==> config.mk <==
export PLATFORM = sky130hd
export DESIGN_NAME = attention_precision_selector
export DESIGN_NICKNAME = d
export VERILOG_FILES = /design/src/rtl/attn_pkg.sv /design/src/rtl/attention_precision_selector.sv
export SDC_FILE = /design/constraint.sdc
export NUM_CORES = 1
export LEC_CHECK = 0
export CAP_MARGIN = 20
export CORE_AREA = 2 2 431 433
export CTS_BUF_LIST = sky130_fd_sc_hd__clkbuf_4
export DETAILED_ROUTE_END_ITERATION = 12
export DIE_AREA = 0 0 433 435
export PLACE_DENSITY = 0.35
export SLEW_MARGIN = 5
export SYNTH_ARGS = -nofsm -noshare
export SYNTH_HDL_FRONTEND = slang
export SYNTH_SLANG_ARGS = --single-unit
==> constraint.sdc <==
create_clock -name clk -period 6.5 [get_ports clk]
set_input_delay 1.3 -clock clk [delete_from_list [all_inputs] [get_ports clk]]
set_output_delay 1.3 -clock clk [all_outputs]
set_load 0.02 [all_outputs]
==> src/rtl/attn_pkg.sv <==
// Shared precision definitions for the attention precision selector and
// the downstream attention_av_multiply stage.
package attn_pkg;

    typedef enum logic [1:0] {
        PREC_INT4 = 2'b00,
        PREC_INT8 = 2'b01,
        PREC_FP16 = 2'b10
    } prec_t;

    // Operand widths of each precision class.
    localparam int WIDTH_INT4  = 4;
    localparam int WIDTH_INT8  = 8;
    localparam int WIDTH_FP16  = 16;

    // Multiply-stage cycles spent per element for each precision class.
    localparam int CYCLES_INT4 = 1;
    localparam int CYCLES_INT8 = 2;
    localparam int CYCLES_FP16 = 4;

    // Map a column attention mass to a precision code. The FP16 test wins,
    // so an INT8 threshold above the FP16 threshold is harmless. A column
    // that qualifies for FP16 but finds the budget exhausted drops to INT8.
    function automatic prec_t classify(input logic [31:0] sum,
                                       input logic [31:0] thr_int8,
                                       input logic [31:0] thr_fp16,
                                       input logic        budget_ok);
        prec_t code;
        if ((sum >= thr_fp16) && budget_ok) begin
            code = PREC_FP16;
        end else if ((sum >= thr_fp16) || (sum >= thr_int8)) begin
            code = PREC_INT8;
        end else begin
            code = PREC_INT4;
        end
        return code;
    endfunction

endpackage

==> src/rtl/attention_precision_selector.sv <==
// Walks the attention matrix column by column, sums each column, and
// assigns each column a precision code from two thresholds under an FP16
// budget. All outputs are registered.
module attention_precision_selector
    import attn_pkg::*;
#(
    parameter int A_ROWS   = 8,
    parameter int NUM_COLS = 8,
    parameter int WIDTH    = 16,
    parameter int SUM_W    = WIDTH + $clog2(A_ROWS),
    localparam int CNT_W   = $clog2(NUM_COLS + 1),
    localparam int ROW_W   = (A_ROWS > 1) ? $clog2(A_ROWS) : 1,
    localparam int COL_W   = (NUM_COLS > 1) ? $clog2(NUM_COLS) : 1
) (
    input  logic                                        clk,
    input  logic                                        rst_n,
    input  logic                                        start,
    input  logic [A_ROWS-1:0][NUM_COLS-1:0][WIDTH-1:0]  a_mem,
    input  logic [SUM_W-1:0]                            thr_int8,
    input  logic [SUM_W-1:0]                            thr_fp16,
    input  logic [CNT_W-1:0]                            fp16_budget,
    output logic [NUM_COLS-1:0][1:0]                    precision_sel,
    output logic [CNT_W-1:0]                            num_fp16,
    output logic [CNT_W-1:0]                            num_int8,
    output logic [CNT_W-1:0]                            num_int4,
    output logic                                        busy,
    output logic                                        done
);

    typedef enum logic [1:0] {
        ST_IDLE     = 2'b00,
        ST_ACCUM    = 2'b01,
        ST_CLASSIFY = 2'b10,
        ST_DONE     = 2'b11
    } state_t;

    localparam logic [ROW_W-1:0] ROW_LAST = ROW_W'(A_ROWS - 1);
    localparam logic [COL_W-1:0] COL_LAST = COL_W'(NUM_COLS - 1);

    state_t             state_r;
    logic [ROW_W-1:0]   row_r;
    logic [COL_W-1:0]   col_r;
    logic [SUM_W-1:0]   sum_r;
    logic [SUM_W-1:0]   thr_int8_r;
    logic [SUM_W-1:0]   thr_fp16_r;
    logic [CNT_W-1:0]   budget_r;

    logic [WIDTH-1:0]   elem_s;
    logic [SUM_W-1:0]   sum_next_s;
    logic               budget_ok_s;
    prec_t              code_s;

    // Element fetch, running-sum adder and classification of the current column.
    always_comb begin
        elem_s      = a_mem[row_r][col_r];
        sum_next_s  = sum_r + SUM_W'(elem_s);
        budget_ok_s = (num_fp16 < budget_r);
        code_s      = classify(32'(sum_r), 32'(thr_int8_r), 32'(thr_fp16_r), budget_ok_s);
    end

    // Control FSM with registered datapath state and outputs.
    always_ff @(posedge clk) begin
        if (!rst_n) begin
            state_r       <= ST_IDLE;
            row_r         <= '0;
            col_r         <= '0;
            sum_r         <= '0;
            thr_int8_r    <= '0;
            thr_fp16_r    <= '0;
            budget_r      <= '0;
            precision_sel <= {NUM_COLS{2'b10}};
            num_fp16      <= '0;
            num_int8      <= '0;
            num_int4      <= '0;
            busy          <= 1'b0;
            done          <= 1'b0;
        end else begin
            done <= 1'b0;
            case (state_r)
                ST_IDLE: begin
                    if (start) begin
                        thr_int8_r <= thr_int8;
                        thr_fp16_r <= thr_fp16;
                        budget_r   <= fp16_budget;
                        num_fp16   <= '0;
                        num_int8   <= '0;
                        num_int4   <= '0;
                        row_r      <= '0;
                        col_r      <= '0;
                        sum_r      <= '0;
                        busy       <= 1'b1;
                        state_r    <= ST_ACCUM;
                    end else begin
                        busy <= 1'b0;
                    end
                end
                ST_ACCUM: begin
                    sum_r <= sum_next_s;
                    if (row_r == ROW_LAST) begin
                        row_r   <= '0;
                        state_r <= ST_CLASSIFY;
                    end else begin
                        row_r <= row_r + ROW_W'(1);
                    end
                end
                ST_CLASSIFY: begin
                    precision_sel[col_r] <= code_s;
                    case (code_s)
                        PREC_FP16: num_fp16 <= num_fp16 + CNT_W'(1);
                        PREC_INT8: num_int8 <= num_int8 + CNT_W'(1);
                        default:   num_int4 <= num_int4 + CNT_W'(1);
                    endcase
                    row_r <= '0;
                    sum_r <= '0;
                    if (col_r == COL_LAST) begin
                        state_r <= ST_DONE;
                    end else begin
                        col_r   <= col_r + COL_W'(1);
                        state_r <= ST_ACCUM;
                    end
                end
                ST_DONE: begin
                    done    <= 1'b1;
                    busy    <= 1'b0;
                    state_r <= ST_IDLE;
                end
                default: begin
                    busy    <= 1'b0;
                    state_r <= ST_IDLE;
                end
            endcase
        end
    end

endmodule

==> key figures, run 1 <==
Run status
  – Outcome: finished clean

Setup path
  – Critical Path Most Common Cell: mux4_2
  – CP Capture Point: sum_r[16]
  – Worst R2R Setup Slack: 1.13 ns
  – RR Startpoint: row_r[0]
  – Crit path from: a_mem[992]
  – Critical path capture point type: flop
  – CP max-delay cell: mux4_2
  – Worst r2r dst: sum_r[16]
  – Required time of the critical path: 6.99 ns
  – Startpoint Class: input port
  – FF-to-FF path depth: 14
  – Critical path, cell by cell: clkdlybuf4s50_1, mux4_2, mux4_2, mux4_2, ha_1, fa_1, a211oi_1, o21ai_1, a311oi_1, o21bai_1, a41oi_1, a21o_1, nor3_1, a211o_1
  – CP peak stage delay: 0.66 ns
  – Critical path fanouts, max: 3
  – Worst EP arrival: 6.29 ns
  – Crit Path Category: input port to flop

Global route
  – GRT Residual Overflow: 0
  – Vias in the first global route: 16900
  – Initial antenna violation count: 185
  – First-pass GRT wire length: 200000 µm
  – Pin count of the biggest net entering global routing: 61
  – Total track usage: 16.8%

STA
  – Final setup fails: 0
  – Setup TNS: 0 ns
  – Endpoints failing hold: 0
  – WHS: 0.469 ns
  – Max Clk Rate: 172 MHz
  – Worst setup margin: 0.703 ns
  – Worst-Margin Slew: 1.03 ns
  – Final period util: 89.2%
  – Final Critical Period: 5.80 ns
  – Max-slew headroom at the worst pin: 31.2%
  – Fin. max-slew vios: 0
  – Unrepaired setup endpoints after global routing: no
  – Clk_skew: 0.0217 ns

CTS
  – Postcts setup bufs: 0
  – Worst-Skew Late Latency: 0.58 ns
  – CTS buffer count: 9
  – Clock root buffer: clkbuf_4
  – Clk buf depth: 2
  – Reg clk slew, reported paths: 0.20 ns
  – Clock sink count: 99
  – # hold bufs at CTS: 0
  – CTS HTree Levels: 3
  – CTS resizes: 0
  – CTS tree: built

Worst hold path
  – Min-delay worst type: flop to flop

Detailed routing
  – Per-cell routed wire length: 34.5 µm
  – DRT iter0 DRCs: 896
  – WL final: 162000 µm
  – # DRC: 0
  – Vias per inst: 3.39
  – 1st-pass router iterations: 5
  – Routed Antenna Nets: 0
  – Routed via count: 15900

Pwr
  – Power per cell area: 166 nW/µm²
  – Maximum VDD drop: 0.188 mV
  – Pleak: 8.68 nW

Synthesis
  – Post-synthesis sequential area ratio: 14.4%
  – Area leader, netlist: mux4_2
  – Post-synth EDFFs: 0
  – Syn. warnings: 0
  – Yosys cell types: 56
  – Mapped cell area: 13700 µm²
  – Commonest cells in the netlist: mux4_2 (336), nand2_1 (125), dfxtp_1 (99), clkbuf_1 (70), ha_1 (68)
  – Flops & latches, synth: 99
  – Mapped Avg Cell Area: 12.3 µm²
  – Synth Instances: 1120
  – Most used DFF post-synth: dfxtp_1
  – Mapped Nets: 2258
  – Ys async rst share: 0%
  – Most common cell in the netlist: mux4_2
  – Ranking of synthesized cells by area: mux4_2 (55%), dfxtp_1 (14%), ha_1 (6.2%), nand2_1 (3.4%), a21boi_0 (2.1%)
  – Yosys top cell area share: 55.1%

Finish
  – Count of filler cells inserted in the layout: 20600
  – Share of layout cells above drive strength 1: 18.5%
  – Area of the multi-input gates: 11100 µm²
  – NumNets Final: 3295
  – Storage cell area: 2000 µm²
  – Util after Layout: 15.2%
  – Synthesis-to-finish area growth: 104%
  – Post-route insts no fill: 4691

Placement
  – Placed Cells: 4626
  – Pre-CTS WS: 0.0835 ns
  – PortBufs: 1098
  – RePlAce Congestion: 0.952
  – Post-DP HPWL: 147000 µm

Floorplanning
  – # IOs: 1099
  – Row count: 158
  – Chip Height: 435 µm
  – Die W: 433 µm
  – CORE AREA: 184000 µm²
  – Die ar.: 188000 µm²
  – Initial Util: 7.47%

Run
  – Max_cap viols: 0
[power by group]
part / leakage, nW / internal, mW / switching (mW)
logic: 7.79 / 1.78 / 1.71
registers: 0.810 / 0.691 / 0.107
clock network: 0.0752 / 0.0887 / 0.286
[flip-flops by register name, indices dropped and copies added, names as in the netlist, 4 cells and up]
signal and cells:
sum_r 19, thr_fp16_r 19, thr_int8_r 19, precision_sel 16, budget_r 4, num_fp16 4, num_int4 4, num_int8 4
[per-stage QoR]
stage	power (mW)	instance area, µm²
after global routing	5.01	28000
after floorplan	2.65	13700
after CTS	4.84	27900
final	4.66	28000
after global placement	4.43	27800
after detailed placement	4.42	27800
[critical path, delay by kind of cell]
kind / cells / cell delay, ns
adder cells (fa/ha/maj): 2 / 0.72
multiplexers: 3 / 1.79
AO/OA/AOI/OAI: 7 / 1.79
AND/OR/NAND/NOR: 1 / 0.07
buffers and inverters: 1 / 0.57
[how the worst min path moves through the flow]
stage	start	end	slack (ns)	cells after the start
after global placement	budget_r[0]	budget_r[0]	0.44	2
after detailed placement	thr_int8_r[18]	thr_int8_r[18]	0.45	2
after CTS	thr_int8_r[18]	thr_int8_r[18]	0.47	2
after floorplan	budget_r[3]	budget_r[3]	0.44	2
final	thr_int8_r[18]	thr_int8_r[18]	0.47	2
after global routing	thr_int8_r[6]	thr_int8_r[6]	0.50	2
[routing by layer]
metal / track usage (%) / vias up / wire [µm]
li1: - / 6771 / -
met1: 17.9 / 8002 / 58000
met5: 0 / - / 466
met2: 31.4 / 779 / 87500
met3: 4.73 / 290 / 10900
met4: 5.38 / 68 / 4810
[kinds of logic after synthesis]
logic type,count (synthesis),share of synthesized area (%)
XOR/XNOR,14,0.892
buffers and inverters,158,4.91
adder cells (fa/ha/maj),69,6.34
multiplexers,346,55.8
flip-flops,99,14.4
AO/OA/AOI/OAI,172,8.61
AND/OR/NAND/NOR,262,9.05
[final cells by class]
| type | count | share of cell area [%] |
|---|---|---|
| Clock inverter | 7 | 0.237 |
| Clock buffer | 9 | 0.241 |
| Inverter | 48 | 0.643 |
| Timing Repair Buffer | 1136 | 40.6 |
| Multi-Input combinational cell | 863 | 39.6 |
| Antenna cell | 49 | 0.438 |
| Sequential cell | 99 | 7.15 |
| Tap cell | 2480 | 11.1 |
[cells in the final DEF, fill, tap and decap left out, drive strengths merged, types with 9 or more instances in the layout]
master / n
inv: 52
o21ai: 19
diode: 49
clkbuf: 9
clkdlybuf4s50: 1097
mux2i: 10
ha: 68
a22oi: 9
xnor2: 10
dfxtp: 99
nor2: 21
nand2: 125
a21oi: 31
a21o: 18
nand3: 31
nand4: 10
buf: 39
a21boi: 51
nor3: 13
mux4: 336
nor2b: 29
No activity file was read; power rests on OpenSTA's default activity.
==> run 2, diff against run 1 <==
--- a/config.mk
+++ b/config.mk
@@ -11,6 +11,7 @@
 export DETAILED_ROUTE_END_ITERATION = 12
 export DIE_AREA = 0 0 433 435
 export PLACE_DENSITY = 0.35
+export RECOVER_POWER = 25
 export SLEW_MARGIN = 5
 export SYNTH_ARGS = -nofsm -noshare
 export SYNTH_HDL_FRONTEND = slang
==> key figures, run 2 (same netlist as run 1, synthesis figures left out) <==
Detailed routing
  – WL final: 162000 µm (about the same)
  – DRT iter0 DRCs: 908 (was 896)
  – Vias per inst: 3.40 (was 3.39)
  – Per-cell routed wire length: 34.5 µm (about the same)
  – Routed Antenna Nets: 0 (unchanged)
  – Routed via count: 15900 (about the same)
  – 1st-pass router iterations: 5 (unchanged)
  – # DRC: 0 (unchanged)

Finish
  – Synthesis-to-finish area growth: 104% (about the same)
  – Final instance area: 28000 µm² (about the same)
  – Util after Layout: 15.2% (about the same)
  – Post-route insts no fill: 4693 (was 4691)
  – Commonest non-fill, non-tap cell in the layout: clkdlybuf4s50_1 (unchanged)
  – Share of layout cells above drive strength 1: 18.4% (was 18.5%)
  – NumNets Final: 3295 (unchanged)
  – Most frequent cells in the layout: clkdlybuf4s50_1 (1097), mux4_2 (336), nand2_1 (125) (unchanged)
  – Top Registers: sum_r (19), thr_fp16_r (19), thr_int8_r (19) (unchanged)

STA
  – Final setup fails: 0 (unchanged)
  – Endpoints failing hold: 0 (unchanged)
  – Unrepaired setup endpoints after global routing: no (unchanged)
  – Final Critical Period: 5.80 ns (about the same)
  – Worst setup margin: 0.702 ns (was 0.703 ns)
  – Max Clk Rate: 172 MHz (about the same)
  – Worst-Margin Slew: 2.00 ns (was 1.03 ns)
  – Final period util: 89.2% (about the same)
  – Setup TNS: 0 ns (unchanged)
  – Clk_skew: 0.0239 ns (was 0.0217 ns)
  – Fin. max-slew vios: 81 (was 0)
  – Max-slew headroom at the worst pin: -33.1% (was 31.2%)

Pwr
  – Sequential power share: 17.1% (about the same)
  – Clock power frac: 8.1% (was 8.0%)
  – Switching Share: 45.1% (about the same)
  – Power per cell area: 166 nW/µm² (about the same)
  – Reported net switching power: 2.10 mW (about the same)
  – Gate power share: 74.8% (about the same)
  – Int Pwr: 2.56 mW (about the same)
  – Maximum VDD drop: 0.191 mV (was 0.188 mV)
  – Pleak: 8.67 nW (was 8.68 nW)

Global route
  – Grt met1 use: 17.9% (unchanged)
  – Met2 Use GR: 31.4% (unchanged)
  – Initial antenna violation count: 185 (unchanged)
  – First-pass GRT wire length: 200000 µm (unchanged)
  – Busiest grt layer: met2 (unchanged)
  – GRT Residual Overflow: 0 (unchanged)
  – Total track usage: 16.8% (unchanged)
  – Pin count of the biggest net entering global routing: 61 (unchanged)
  – Vias in the first global route: 16900 (unchanged)
  – Met3 global-route usage: 4.73% (unchanged)

Setup path
  – Bufs and invs on worst path: 1 (unchanged)
  – CP peak stage delay: 0.65 ns (was 0.66 ns)
  – Critical Path Most Common Cell: mux4_2 (unchanged)
  – CP max-delay cell: mux4_2 (unchanged)
  – Worst R2R Setup Slack: 1.11 ns (was 1.13 ns)
  – FF-to-FF path depth: 14 (unchanged)
  – RR Startpoint: row_r[0] (unchanged)
  – Crit path from: a_mem[992] (unchanged)
  – CP Capture Point: sum_r[16] (unchanged)
  – Worst r2r dst: sum_r[16] (unchanged)
  – Worst EP arrival: 6.29 ns (about the same)
  – Critical path capture point type: flop (unchanged)
  – Worst path top cell family by delay: compound AO/OA/AOI/OAI gates (was multiplexers)
  – Critical path, cell by cell: clkdlybuf4s50_1, mux4_2, mux4_2, mux4_2, ha_1, fa_1, a211oi_1, o21ai_1, a311oi_1, o21bai_1, a41oi_1, a21o_1, nor3_1, a211o_1 (unchanged)
  – Critical path depth: 14 (unchanged)
  – Critical path fanouts, max: 3 (unchanged)
  – Crit Path Category: input port to flop (unchanged)
  – Startpoint Class: input port (unchanged)
  – Required time of the critical path: 6.99 ns (about the same)

Run
  – Max_cap viols: 2 (was 0)

Floorplanning
  – Initial Util: 7.47% (unchanged)
  – CORE AREA: 184000 µm² (unchanged)
  – # IOs: 1099 (unchanged)
  – Chip Height: 435 µm (unchanged)
  – Row count: 158 (unchanged)
  – Die ar.: 188000 µm² (unchanged)
  – Die W: 433 µm (unchanged)

Run status
  – Outcome: finished with violations (was finished clean)
  – Violated checks: max-capacitance violations, max-slew violations

CTS
  – Postcts setup bufs: 0 (unchanged)
  – Clock sink count: 99 (unchanged)
  – Worst-Skew Late Latency: 0.58 ns (about the same)
  – CTS buffer count: 9 (unchanged)
  – Clock root buffer: clkbuf_4 (unchanged)
  – CTS tree: built (unchanged)
  – CTS resizes: 0 (unchanged)
  – Clk buf depth: 2 (unchanged)
  – # hold bufs at CTS: 0 (unchanged)
  – CTS HTree Levels: 3 (unchanged)
  – Reg clk slew, reported paths: 0.20 ns (about the same)

Placement
  – Placed Cells: 4626 (unchanged)
  – Placed cell area: 27800 µm² (unchanged)
  – Pre-CTS WS: 0.0835 ns (unchanged)
  – PortBufs: 1098 (unchanged)
  – RePlAce Congestion: 0.952 (unchanged)
  – Post-DP HPWL: 147000 µm (unchanged)

Worst hold path
  – Worst Hold Launch: thr_int8_r[18] (unchanged)
  – Min-delay worst type: flop to flop (unchanged)
-- run 2: how the worst min path moves through the flow --
stage,slack [ns],cells after the start,endpoint
finish,0.48,2,thr_int8_r[18]
global route,0.50,2,thr_int8_r[6]
CTS,0.47,2,thr_int8_r[18]
detailed placement,0.45,2,thr_int8_r[18]
global placement,0.44,2,budget_r[0]
floorplan,0.44,2,budget_r[3]
-- run 2: layout make-up --
cell class	instances	area [µm²]
fillers	20600	156000
clock buffers	9	67.6
diodes	51	128
well taps	2480	3100
clock inverters	7	66.3
flip-flops and latches	99	2000
multi-input cells	863	11100
inverters	48	180
repair buffers	1136	11400
-- run 2: through the flow --
stage | hold WS (ns) | power [mW]
final | 0.483 | 4.66
after global routing | 0.502 | 5.01
after CTS | 0.471 | 4.84
after detailed placement | 0.448 | 4.42
after global placement | 0.443 | 4.43
after floorplan | 0.435 | 2.65
-- run 2: power by group through the flow --
stage | Sequential, mW | Clock [mW] | Combinational (mW)
after floorplan | 0.761 | 0 | 1.89
after global placement | 0.813 | 0 | 3.62
after detailed placement | 0.814 | 0 | 3.61
after CTS | 0.801 | 0.412 | 3.62
after global routing | 0.814 | 0.428 | 3.77
final | 0.797 | 0.376 | 3.49
-- run 2: worst register-to-register path: stages, from the launching register on --
cell and delay, ns:
dfxtp_4 0.42, buf_12 0.27, mux4_2 0.80, mux4_2 0.60, mux4_2 0.60, ha_1 0.27
fa_1 0.46, a211oi_1 0.37, o21ai_1 0.16, a311oi_1 0.29, o21bai_1 0.15, a41oi_1 0.36
a21o_1 0.24, nor3_1 0.08, a211o_1 0.24
-- run 2: per-layer routing --
metal,part of all wire (%),routed length (µm)
met3,6.8,11000
met1,36,57800
met2,54,87600
met4,3.0,4830
met5,0.28,460
==> run 3, diff against run 2 <==
--- a/config.mk
+++ b/config.mk
@@ -6,13 +6,12 @@
 export NUM_CORES = 1
 export LEC_CHECK = 0
 export CAP_MARGIN = 20
-export CORE_AREA = 2 2 431 433
+export CORE_AREA = 4 4 420 422
 export CTS_BUF_LIST = sky130_fd_sc_hd__clkbuf_4
 export DETAILED_ROUTE_END_ITERATION = 12
-export DIE_AREA = 0 0 433 435
-export PLACE_DENSITY = 0.35
+export DIE_AREA = 0 0 424 426
+export PLACE_DENSITY = 0.36
 export RECOVER_POWER = 25
-export SLEW_MARGIN = 5
 export SYNTH_ARGS = -nofsm -noshare
 export SYNTH_HDL_FRONTEND = slang
 export SYNTH_SLANG_ARGS = --single-unit
==> key figures, run 3 (same netlist as run 1, synthesis figures left out) <==
Floorplanning
  – Die W: 424 µm (was 433 µm)
  – Chip Height: 426 µm (was 435 µm)
  – Row count: 153 (was 158)
  – CORE AREA: 173000 µm² (was 184000 µm²)
  – Initial Util: 7.94% (was 7.47%)
  – Die ar.: 181000 µm² (was 188000 µm²)
  – # IOs: 1099 (unchanged)

Finish
  – Count of filler cells inserted in the layout: 19400 (was 20600)
  – Storage cell area: 2000 µm² (unchanged)
  – Area of the multi-input gates: 11100 µm² (unchanged)
  – Most frequent cells in the layout: clkdlybuf4s50_1 (1096), mux4_2 (336), nand2_1 (125) (was clkdlybuf4s50_1 (1097), mux4_2 (336), nand2_1 (125))
  – Top Registers: sum_r (19), thr_fp16_r (19), thr_int8_r (19) (unchanged)
  – Post-route insts no fill: 4533 (was 4693)
  – NumNets Final: 3309 (was 3295)
  – Share of layout cells above drive strength 1: 18.9% (was 18.4%)
  – Synthesis-to-finish area growth: 103% (was 104%)
  – Commonest non-fill, non-tap cell in the layout: clkdlybuf4s50_1 (unchanged)

STA
  – Final period util: 85.4% (was 89.2%)
  – Unrepaired setup endpoints after global routing: no (unchanged)
  – Setup TNS: 0 ns (unchanged)
  – Final setup fails: 0 (unchanged)
  – Worst setup margin: 0.951 ns (was 0.702 ns)
  – Worst-Margin Slew: 3.49 ns (was 2.00 ns)
  – WHS: 0.465 ns (was 0.483 ns)
  – Fin. max-slew vios: 123 (was 81)
  – Final Critical Period: 5.55 ns (was 5.80 ns)
  – Clk_skew: 0.0361 ns (was 0.0239 ns)
  – Max-slew headroom at the worst pin: -133% (was -33.1%)
  – Max Clk Rate: 180 MHz (was 172 MHz)
  – Endpoints failing hold: 0 (unchanged)

Setup path
  – Required time of the critical path: 6.97 ns (was 6.99 ns)
  – CP max-delay cell: mux4_2 (unchanged)
  – Crit Path Category: input port to flop (unchanged)
  – Worst path top cell family by delay: multiplexers (was compound AO/OA/AOI/OAI gates)
  – Critical path, cell by cell: clkdlybuf4s50_1, mux4_2, mux4_2, mux4_2, ha_1, fa_1, a211oi_1, o21ai_1, a311oi_1, o21bai_1, a41oi_1, a21o_1, mux2i_1, a21oi_1 (was clkdlybuf4s50_1, mux4_2, mux4_2, mux4_2, ha_1, fa_1, a211oi_1, o21ai_1, a311oi_1, o21bai_1, a41oi_1, a21o_1, nor3_1, a211o_1)
  – Critical path capture point type: flop (unchanged)
  – Critical path fanouts, max: 3 (unchanged)
  – Bufs and invs on worst path: 1 (unchanged)
  – Startpoint Class: input port (unchanged)
  – Critical Path Most Common Cell: mux4_2 (unchanged)
  – CP peak stage delay: 0.57 ns (was 0.65 ns)
  – Worst EP arrival: 6.02 ns (was 6.29 ns)

Run status
  – Outcome: finished with violations (unchanged)
  – Violated checks: max-capacitance violations, max-slew violations (unchanged)

Pwr
  – Sequential power share: 17.7% (was 17.1%)
  – Int Pwr: 2.59 mW (was 2.56 mW)
  – Maximum VDD drop: 0.129 mV (was 0.191 mV)
  – Switching Share: 44.8% (was 45.1%)
  – Pleak: 8.74 nW (was 8.67 nW)
  – Gate power share: 74.0% (was 74.8%)
  – Clock power frac: 8.3% (was 8.1%)
  – Power per cell area: 168 nW/µm² (was 166 nW/µm²)
  – Reported net switching power: 2.10 mW (about the same)

Global route
  – First-pass GRT wire length: 202000 µm (was 200000 µm)
  – Vias in the first global route: 16800 (was 16900)
  – GRT Residual Overflow: 0 (unchanged)
  – Pin count of the biggest net entering global routing: 80 (was 61)
  – Total track usage: 17.6% (was 16.8%)
  – Initial antenna violation count: 182 (was 185)

CTS
  – Clock sink count: 99 (unchanged)
  – CTS resizes: 0 (unchanged)
  – Postcts setup bufs: 0 (unchanged)
  – Worst-Skew Late Latency: 0.60 ns (was 0.58 ns)
  – CTS buffer count: 9 (unchanged)
  – Reg clk slew, reported paths: 0.20 ns (about the same)
  – Clock root buffer: clkbuf_4 (unchanged)
  – Clk buf depth: 2 (unchanged)
  – CTS tree: built (unchanged)
  – # hold bufs at CTS: 0 (unchanged)
  – CTS HTree Levels: 3 (unchanged)

Detailed routing
  – Routed via count: 16100 (was 15900)
  – DRT iter0 DRCs: 951 (was 908)
  – # DRC: 0 (unchanged)
  – Vias per inst: 3.56 (was 3.40)
  – Routed Antenna Nets: 0 (unchanged)
  – 1st-pass router iterations: 4 (was 5)
  – Per-cell routed wire length: 36.4 µm (was 34.5 µm)
  – WL final: 165000 µm (was 162000 µm)

Placement
  – Pre-CTS WS: 0.313 ns (was 0.0835 ns)
  – Placed Cells: 4485 (was 4626)
  – PortBufs: 1098 (unchanged)
  – RePlAce Congestion: 0.896 (was 0.952)
  – Post-DP HPWL: 151000 µm (was 147000 µm)

Worst hold path
  – Min-delay worst type: flop to flop (unchanged)

Run
  – Max_cap viols: 2 (unchanged)
run 3: cell type report:
class / count / area share [%]
Sequential cell: 99 / 7.18
Clock buffer: 9 / 0.242
Tap cell: 2325 / 10.4
Timing Repair Buffer: 1150 / 41.1
Clock inverter: 7 / 0.287
Multi-Input combinational cell: 863 / 39.8
Inverter: 48 / 0.646
Antenna cell: 32 / 0.287
run 3: routing by layer:
layer	global-route usage [%]	routed length, µm	up-vias
li1	-	-	6785
met1	21.1	65800	8183
met2	32.1	84300	812
met3	4.63	11300	294
met4	2.02	3110	74
met5	0	483	-
run 3: path summary, 6_finish.rpt:
path | start | endpoint | slack (ns) | depth (start not counted)
max | a_mem[352] | sum_r[18] | 0.95 | 14
min | budget_r[0] | budget_r[0] | 0.47 | 2
max reg2reg | row_r[0] | sum_r[18] | 1.05 | 14
min reg2reg | budget_r[0] | budget_r[0] | 0.47 | 2
run 3: stage by stage:
step	total power [mW]	util [%]	cell area, µm²
floorplan	2.65	-	13700
global placement	4.43	16.0	27700
detailed placement	4.42	16.0	27700
CTS	4.86	16.1	27800
global route	5.04	16.1	27800
finish	4.69	16.1	27900
run 3: power groups by stage:
stage                     combinational (mW)  sequential (mW)  clock, mW
after floorplan                         1.89            0.761          0
after global placement                  3.57            0.852          0
after detailed placement                3.57            0.853          0
after CTS                               3.58            0.840      0.430
after global routing                    3.74            0.851      0.444
final                                   3.47            0.830      0.389
run 3: worst min-delay path: cells and delay by family (launching register included):
family | cells | cell delay (ns)
compound gates | 1 | 0.05
flops | 1 | 0.35
simple gates | 1 | 0.05
